`src/rtl/mem_access_ctrl.sv`:
```
// Byte-serial load/store controller between a 64-bit access port and a byte-wide memory.
// Requests move one byte per cycle; loads are reassembled and sign/zero extended.
module mem_access_ctrl #(
    parameter int MEM_BYTES = 2048,
    parameter int ADDR_W    = 11
) (
    input  logic              clk,
    input  logic              rst_n,
    input  logic              req_valid,
    output logic              req_ready,
    input  logic              req_write,
    input  logic [2:0]        req_load_format,
    input  logic [1:0]        req_store_format,
    input  logic [63:0]       req_addr,
    input  logic [63:0]       req_wdata,
    output logic              resp_valid,
    output logic [63:0]       resp_rdata,
    output logic              resp_err,
    output logic              mem_en,
    output logic              mem_we,
    output logic [ADDR_W-1:0] mem_addr,
    output logic [7:0]        mem_wdata,
    input  logic [7:0]        mem_rdata
);

    typedef enum logic [1:0] {IDLE, XFER, DRAIN, RESP} state_t;

    state_t            state;
    logic              r_write;
    logic [2:0]        r_load_fmt;
    logic [ADDR_W-1:0] r_addr;
    logic [63:0]       r_wdata;
    logic [2:0]        r_last;
    logic [2:0]        cnt;
    logic [63:0]       asm_data;

    logic [2:0]        req_last;
    logic              req_fmt_bad;
    logic [64:0]       req_end;
    logic              req_err;
    logic [2:0]        next_cnt;
    logic [2:0]        prev_cnt;
    logic [63:0]       final_word;
    logic [63:0]       ext_data;

    // Index of the last byte (N-1) for the incoming request.
    always_comb begin
        req_last    = 3'd0;
        req_fmt_bad = 1'b0;
        if (req_write) begin
            case (req_store_format)
                2'b00:   req_last = 3'd0;
                2'b01:   req_last = 3'd1;
                2'b10:   req_last = 3'd3;
                default: req_last = 3'd7;
            endcase
        end else begin
            case (req_load_format)
                3'b000, 3'b100: req_last = 3'd0;
                3'b001, 3'b101: req_last = 3'd1;
                3'b010, 3'b110: req_last = 3'd3;
                3'b011:         req_last = 3'd7;
                default:        req_fmt_bad = 1'b1;
            endcase
        end
    end

    // 65-bit sum so that addresses near 2^64 cannot wrap into range.
    assign req_end  = {1'b0, req_addr} + 65'(req_last) + 65'd1;
    assign req_err  = req_fmt_bad || (req_end > 65'(MEM_BYTES));
    assign next_cnt = cnt + 3'd1;
    assign prev_cnt = cnt - 3'd1;

    always_comb begin
        final_word = asm_data;
        final_word[{r_last, 3'b000} +: 8] = mem_rdata;
        case (r_load_fmt)
            3'b000:  ext_data = {{56{final_word[7]}},  final_word[7:0]};
            3'b001:  ext_data = {{48{final_word[15]}}, final_word[15:0]};
            3'b010:  ext_data = {{32{final_word[31]}}, final_word[31:0]};
            3'b100:  ext_data = {56'd0, final_word[7:0]};
            3'b101:  ext_data = {48'd0, final_word[15:0]};
            3'b110:  ext_data = {32'd0, final_word[31:0]};
            default: ext_data = final_word;
        endcase
    end

    always_ff @(posedge clk or negedge rst_n) begin
        if (!rst_n) begin
            state      <= IDLE;
            req_ready  <= 1'b1;
            resp_valid <= 1'b0;
            resp_err   <= 1'b0;
            resp_rdata <= 64'd0;
            mem_en     <= 1'b0;
            mem_we     <= 1'b0;
            mem_addr   <= '0;
            mem_wdata  <= 8'd0;
            r_write    <= 1'b0;
            r_load_fmt <= 3'd0;
            r_addr     <= '0;
            r_wdata    <= 64'd0;
            r_last     <= 3'd0;
            cnt        <= 3'd0;
            asm_data   <= 64'd0;
        end else begin
            case (state)
                IDLE: begin
                    if (req_valid && req_ready) begin
                        r_write    <= req_write;
                        r_load_fmt <= req_load_format;
                        r_addr     <= req_addr[ADDR_W-1:0];
                        r_wdata    <= req_wdata;
                        r_last     <= req_last;
                        cnt        <= 3'd0;
                        req_ready  <= 1'b0;
                        if (req_err) begin
                            state      <= RESP;
                            resp_valid <= 1'b1;
                            resp_err   <= 1'b1;
                            resp_rdata <= 64'd0;
                        end else begin
                            state     <= XFER;
                            mem_en    <= 1'b1;
                            mem_we    <= req_write;
                            mem_addr  <= req_addr[ADDR_W-1:0];
                            mem_wdata <= req_write ? req_wdata[7:0] : 8'd0;
                        end
                    end
                end
                XFER: begin
                    // Read data trails the strobe by one cycle, so cycle k returns byte k-1.
                    if (!r_write && cnt != 3'd0)
                        asm_data[{prev_cnt, 3'b000} +: 8] <= mem_rdata;
                    if (cnt == r_last) begin
                        mem_en    <= 1'b0;
                        mem_we    <= 1'b0;
                        mem_wdata <= 8'd0;
                        if (r_write) begin
                            state      <= RESP;
                            resp_valid <= 1'b1;
                            resp_err   <= 1'b0;
                            resp_rdata <= 64'd0;
                        end else begin
                            state <= DRAIN;
                        end
                    end else begin
                        cnt       <= next_cnt;
                        mem_addr  <= r_addr + ADDR_W'(next_cnt);
                        mem_wdata <= r_write ? r_wdata[{next_cnt, 3'b000} +: 8] : 8'd0;
                    end
                end
                DRAIN: begin
                    asm_data[{r_last, 3'b000} +: 8] <= mem_rdata;
                    state      <= RESP;
                    resp_valid <= 1'b1;
                    resp_err   <= 1'b0;
                    resp_rdata <= ext_data;
                end
                RESP: begin
                    state      <= IDLE;
                    resp_valid <= 1'b0;
                    resp_err   <= 1'b0;
                    req_ready  <= 1'b1;
                end
                default: state <= IDLE;
            endcase
        end
    end

endmodule

```
`config.mk`:
```
export PLATFORM = sky130hd
export DESIGN_NAME = mem_access_ctrl
export DESIGN_NICKNAME = d
export VERILOG_FILES = /design/src/rtl/mem_access_ctrl.sv
export SDC_FILE = /design/constraint.sdc
export NUM_CORES = 1
export LEC_CHECK = 0
export CELL_PAD_IN_SITES_DETAIL_PLACEMENT = 1
export CELL_PAD_IN_SITES_GLOBAL_PLACEMENT = 2
export CORE_UTILIZATION = 33
export DETAILED_ROUTE_END_ITERATION = 6
export PLACE_DENSITY_LB_ADDON = 0.05
export SLEW_MARGIN = 20
export SYNTH_ARGS = -nofsm -noshare
export SYNTH_HDL_FRONTEND = slang
export SYNTH_SLANG_ARGS = --single-unit
```
`constraint.sdc`:
```
create_clock -name clk -period 3.8 [get_ports clk]
set_input_delay 0.57 -clock clk [delete_from_list [all_inputs] [get_ports clk]]
set_output_delay 0.57 -clock clk [all_outputs]
set_load 0.05 [all_outputs]
```
# Yosys cells after proc, flatten, opt, wreduce, memory -nomap -nowiden

Cells that the tools add are included.

Bits in registers: 239
Output and inout bits: 88
Word-level logic and storage cells: 130

Add/sub/neg operators: 7
Magnitude comparators: 1
Equality and inequality tests: 24
Shift operators: 5
Mux-type cells: 50
Reduce and logical (&&, ||, !) cells: 27

Operators with widths:

| cell                                                  | count |
|---|---|
| one-hot mux 64 bit (6 select lines)                   | 1 |
| two-way mux 64 bit                                    | 5 |
| one-hot mux 64 bit (3 select lines)                   | 1 |
| bitwise mux 64 bit                                    | 2 |
| one-hot mux 64 bit (2 select lines)                   | 1 |
| variable shift 8 x 8 -> 64 bit (first input constant) | 2 |
| indexed part select 8 x 8 -> 64 bit                   | 2 |
| adder 64 x 3 -> 65 bit                                | 1 |
| adder 65 x 1 -> 65 bit (second input constant)        | 1 |
| > comparator 65 x 12 -> 1 bit (second input constant) | 1 |
| indexed part select 64 x 7 -> 8 bit                   | 1 |
| two-way mux 8 bit                                     | 5 |
| two-way mux 11 bit                                    | 3 |
| one-hot mux 11 bit (2 select lines)                   | 1 |
| == test 3 bit (second input constant)                 | 6 |
| one-hot mux 3 bit (3 select lines)                    | 2 |
| negator 6 -> 8 bit                                    | 2 |
| one-hot mux 8 bit (2 select lines)                    | 1 |
| two-way mux 1 bit                                     | 15 |
| inequality test 2 bit (second input constant)         | 7 |
| AND reduction 4 bit                                   | 3 |
| adder 11 x 3 -> 11 bit                                | 1 |
| == test 3 x 2 -> 1 bit (second input constant)        | 3 |
| two-way mux 3 bit                                     | 3 |
| other kinds (24)                                      | 44 |

# Depth between registers and ports, before layout

Depth after elaboration: 11
Depth in mapped cells: 19
Depth with buffers taken out: 16

# Worst setup path after synthesis

OpenSTA, ideal clock, no wires.

Path type: input to register
Start point: input req_write
End point: register mem_addr[9]
Library setup time: 136 ps
Arrival time: 4301 ps
Slack: -637 ps
Stages on the path: 19
Buffers on the path: 4
Cell sequence: clkbuf_1 > o21ai_0 > o21a_1 > ha_1 > inv_1 > fa_1 > a21oi_2 > or4_1 > buf_4 > nor3_1 > mux2i_1 > nand4_1 > or4_1 > nor3_4 > and3_1 > buf_6 > buf_8 > mux2i_1 > o221ai_2

Longest elaborated chain between the ends: 7
Elaborated cells on any way between the ends: 8
Those cells by class: 2 x add/sub; 1 x order compare; 1 x eq/ne; 2 x mux; 2 x reduce/logical

RTL lines:

| item                                       | line | text |
|---|---|---|
| start: declaration                         | 11   | `input logic req_write,` |
| two-way mux 3 bit                          | 50   | `if (req_write) begin` |
| adder 64 x 3 -> 65 bit                     | 69   | `assign req_end = {1'b0, req_addr} + 65'(req_last) + 65'd1;` |
| adder 65 x 1 -> 65 bit                     | 69   |  |
| > comparator 65 x 12 -> 1 bit              | 70   | `assign req_err = req_fmt_bad \|\| (req_end > 65'(MEM_BYTES));` |
| logical OR 1 bit (*)                       | 70   |  |
| inequality test 2 bit (no source line) (*) | --   |  |
| AND reduction 4 bit (no source line) (*)   | --   |  |
| end signal: assignment                     | 126  | `mem_addr <= req_addr[ADDR_W-1:0];` |
| end signal: assignment                     | 149  | `mem_addr <= r_addr + ADDR_W'(next_cnt);` |
| end: declaration                           | 21   | `output logic [ADDR_W-1:0] mem_addr,` |

Mark *: on every way between the ends. The rest lies on a longest branch, timed or not.
A chain may end at the register's enable or synchronous reset.

# Worst setup path after layout

Start point: input req_load_format[0]
End point: register mem_addr[10]

Longest elaborated chain between the ends: 10
Elaborated cells on any way between the ends: 20
Those cells by class: 2 x add/sub; 1 x order compare; 7 x eq/ne; 4 x mux; 6 x reduce/logical

RTL lines:

| item                                           | line | text |
|---|---|---|
| start: declaration                             | 12   | `input logic [2:0] req_load_format,` |
| == test 3 x 2 -> 1 bit (tied with other cells) | 58   | `case (req_load_format)` |
| OR reduction 2 bit                             | 58   |  |
| one-hot mux 3 bit (3 select lines)             | 58   |  |
| two-way mux 3 bit                              | 50   |  |
| adder 64 x 3 -> 65 bit                         | 69   |  |
| adder 65 x 1 -> 65 bit                         | 69   |  |
| > comparator 65 x 12 -> 1 bit                  | 70   |  |
| logical OR 1 bit (*)                           | 70   |  |
| inequality test 2 bit (no source line) (*)     | --   |  |
| AND reduction 4 bit (no source line) (*)       | --   |  |

Marked as above.

==> impl_metrics.json <==
{
  "port_buffers": 232,
  "grt.overflow.total": 0,
  "ff2ff_path_depth": 9,
  "yosys.area.top_type": "dfrtp_1",
  "timing.final.ws_setup_ps": -202.2,
  "yosys_most_used_dff": "dfrtp_1",
  "criticalPathCategory": "primary input to register",
  "crit_required_ps": 4220,
  "top_usage_layer": "met2",
  "fin_cells": 2663,
  "syn_area_per_cell_um2": 8.771,
  "cp-end-kind": "register",
  "cts_sinks": 239,
  "yosys-top-cells-area": "dfrtp_1, nand2_1, mux2_2",
  "detail-route-antenna-nets": 0,
  "fin_worst_skew_ps": 25.79,
  "synthArstFlopShare": 1.000,
  "die-height_um": 211.3,
  "die_area_um2": 44670,
  "drt_iter0_markers": 765,
  "viasPerCell": 5.336,
  "drc_errors": 0,
  "start_kind": "primary input",
  "cts_buffers": 29,
  "num_vias": 14209,
  "diodes": 0,
  "grt_pass1_wl_um": 88500,
  "grt_use_met1": 0.3469,
  "yosys_warnings": 0,
  "htreeDepth": 1,
  "use_met2": 0.4326,
  "power-per-cell-area_nw_per_um2": 802.3,
  "worst_slew_pin_slew_ps": 1118,
  "ctsHoldBuffers": 0,
  "ios": 233,
  "setup_viol": 82,
  "drt_pass1_iterations": 6,
  "slew_headroom": 0.2521,
  "cts_tree": "yes",
  "r2r_slack_ps": 390,
  "gp_routability_congestion": 0.9110,
  "layout_commonest_cell": "nand2_1",
  "route.final.wire_length_um": 57010,
  "slew_viol_final": 0,
  "hold_path_class": "primary input to async pin",
  "irDropWorstVdd_v": 0.0004117,
  "post-place-cells": 2567,
  "track_usage": 0.2547,
  "clock_latency_ps": 570,
  "hold_viol": 0,
  "place_ws_ps": -1385,
  "worstPathArrival_ps": 4420,
  "grt_max_degree": 89,
  "reg2reg_to": "asm_data[33]",
  "finalCritPeriodShare": 1.053,
  "clock_path_buffers": 3,
  "rows": 76,
  "wire_per_inst_um": 21.41,
  "final_cell_mix": "nand2_1, dfrtp_1, clkdlybuf4s50_1",
  "status": "finished, violations left",
  "ys_seq_elements": 239,
  "die_w_um": 211.3,
  "layout-drive-gt1-share": 0.2714,
  "clkTransAtPathRegs_ps": 60,
  "maxCapViolCount": 0,
  "gr-usage-met3": 0.02819,
  "syn_inst": 1649,
  "dp_hpwl_um": 40700,
  "synth.distinct_cells": 82,
  "finalCriticalPeriod_ps": 4002,
  "grt_pass1_vias": 14946,
  "syn_to_final_growth_pct": 47.88,
  "fin_nets": 2221,
  "synth_top_area_frac": 0.4118,
  "synth_edf_count": 0,
  "r2r_start": "cnt[0]",
  "violations": "setup timing",
  "start_util": 0.3350,
  "cts_root_buf": "clkbuf_16",
  "synthesis.nets": 1814,
  "setup_tns_ps": -8705,
  "crit_fanout": 7,
  "syn-cell-area_um2": 14460,
  "grt_antenna_before_repair": 0,
  "power.leakage_nw": 9.503,
  "rsz0062_at_grt": "yes",
  "clock.fmax_ghz": 0.2499,
  "seq_area_frac_synth": 0.4136,
  "core_area_um2": 43170
}
## worst max-delay path, stage by stage
cell and delay [ps]:
buf_8 110, nand3_4 80, o21ai_2 50, o21a_1 200, ha_2 190, buf_4 130
buf_4 120, nand2b_1 190, a21oi_2 240, buf_4 200, nand4_1 220, o41ai_2 270
buf_4 160, o2111ai_1 110, or4_4 440, nor3_4 210, buf_6 140, and3_4 200
buf_12 130, buf_12 130, mux2i_4 220, o221ai_2 100
## layout make-up
class                      instances  area [µm²]
timing repair buffer             494        4795
tap                              585       732.0
multi-input combinational       1236        8672
inverter                          56       210.2
clock inverter                    12       145.1
clock buffer                      41       850.8
sequential                       239        5982
fill                            4943       21780
## logic make-up after synthesis
kind of cell | Yosys count | share of synthesized area
AOI/OAI and AO/OA | 358 | 0.1666
xor gates and xnor gates | 32 | 0.01938
adders and majority gates | 20 | 0.01834
buffers and inverters | 174 | 0.05061
DFF | 239 | 0.4136
muxes | 120 | 0.1029
and+or+nand+nor | 706 | 0.2286
## power breakdown
part	internal, mW	switching, mW
Clock	1.75	1.14
Sequential	3.55	0.753
Combinational	4.36	5.60
## cell usage after synthesis (all sizes together) (3+ instances only)
cell,instances
o211ai,11
or3,6
nand2,413
and2,22
a311oi,3
xnor2,18
nor4,25
nor2b,8
o2111ai,3
nand3b,4
a21o,5
inv,55
dfrtp,238
nor2,56
or2,7
nand2b,5
xor2,14
and4,15
clkbuf,83
o221ai,7
nand3,46
o21ai,130
o31ai,21
buf,35
nor3b,3
mux2,69
a222oi,24
and3,22
mux2i,35
nor3,24
or4,8
a211o,6
a2111oi,6
a21oi,78
nand4,36
ha,18
mux4,16
a22o,24
a211oi,6
a32oi,3
a22oi,10
## what timing repair did
action / in CTS / in global routing
pin swaps: 49 / 45
gates resized for setup: 170 / 130
setup buffers: 21 / 15
endpoints found under the setup margin: 88 / 88
cloned: 11 / 5
## layer usage
layer  vias to the layer above  wire, µm
met5                         -         0
met3                        71      1876
met4                         0      1186
met1                      7164     25890
met2                       265     28060
li1                       6709         -
## worst max path at each step
stage / to / depth (start not counted) / start
after floorplan: mem_addr[9] / 18 / req_write
after global placement: resp_rdata[19] / 19 / req_load_format[2]
after detailed placement: mem_addr[3] / 16 / req_write
after CTS: mem_addr[10] / 21 / req_load_format[0]
after global routing: mem_addr[10] / 21 / req_load_format[0]
final: mem_addr[10] / 22 / req_load_format[0]
## per-stage QoR
step / power [mW] / hold WS [ps] / util / cell area (µm²)
after floorplan: 9.550 / 274.4 / - / 14610
after global placement: 11.97 / 455.2 / 0.4365 / 18840
after detailed placement: 12.19 / 459.3 / 0.4365 / 18840
after CTS: 16.80 / 53.86 / 0.4813 / 20780
after global routing: 18.21 / 74.01 / 0.4954 / 21390
final: 17.16 / 29.31 / 0.4954 / 21390
## registers in the layout, indices dropped and copies added (netlist names), 2 cells and up
signal,count
r_addr,11
r_wdata,64
state,2
cnt,3
r_last,3
mem_wdata,8
resp_rdata,64
mem_addr,11
asm_data,64
r_load_fmt,3
Note: power is estimated with default switching activity, not from simulation.
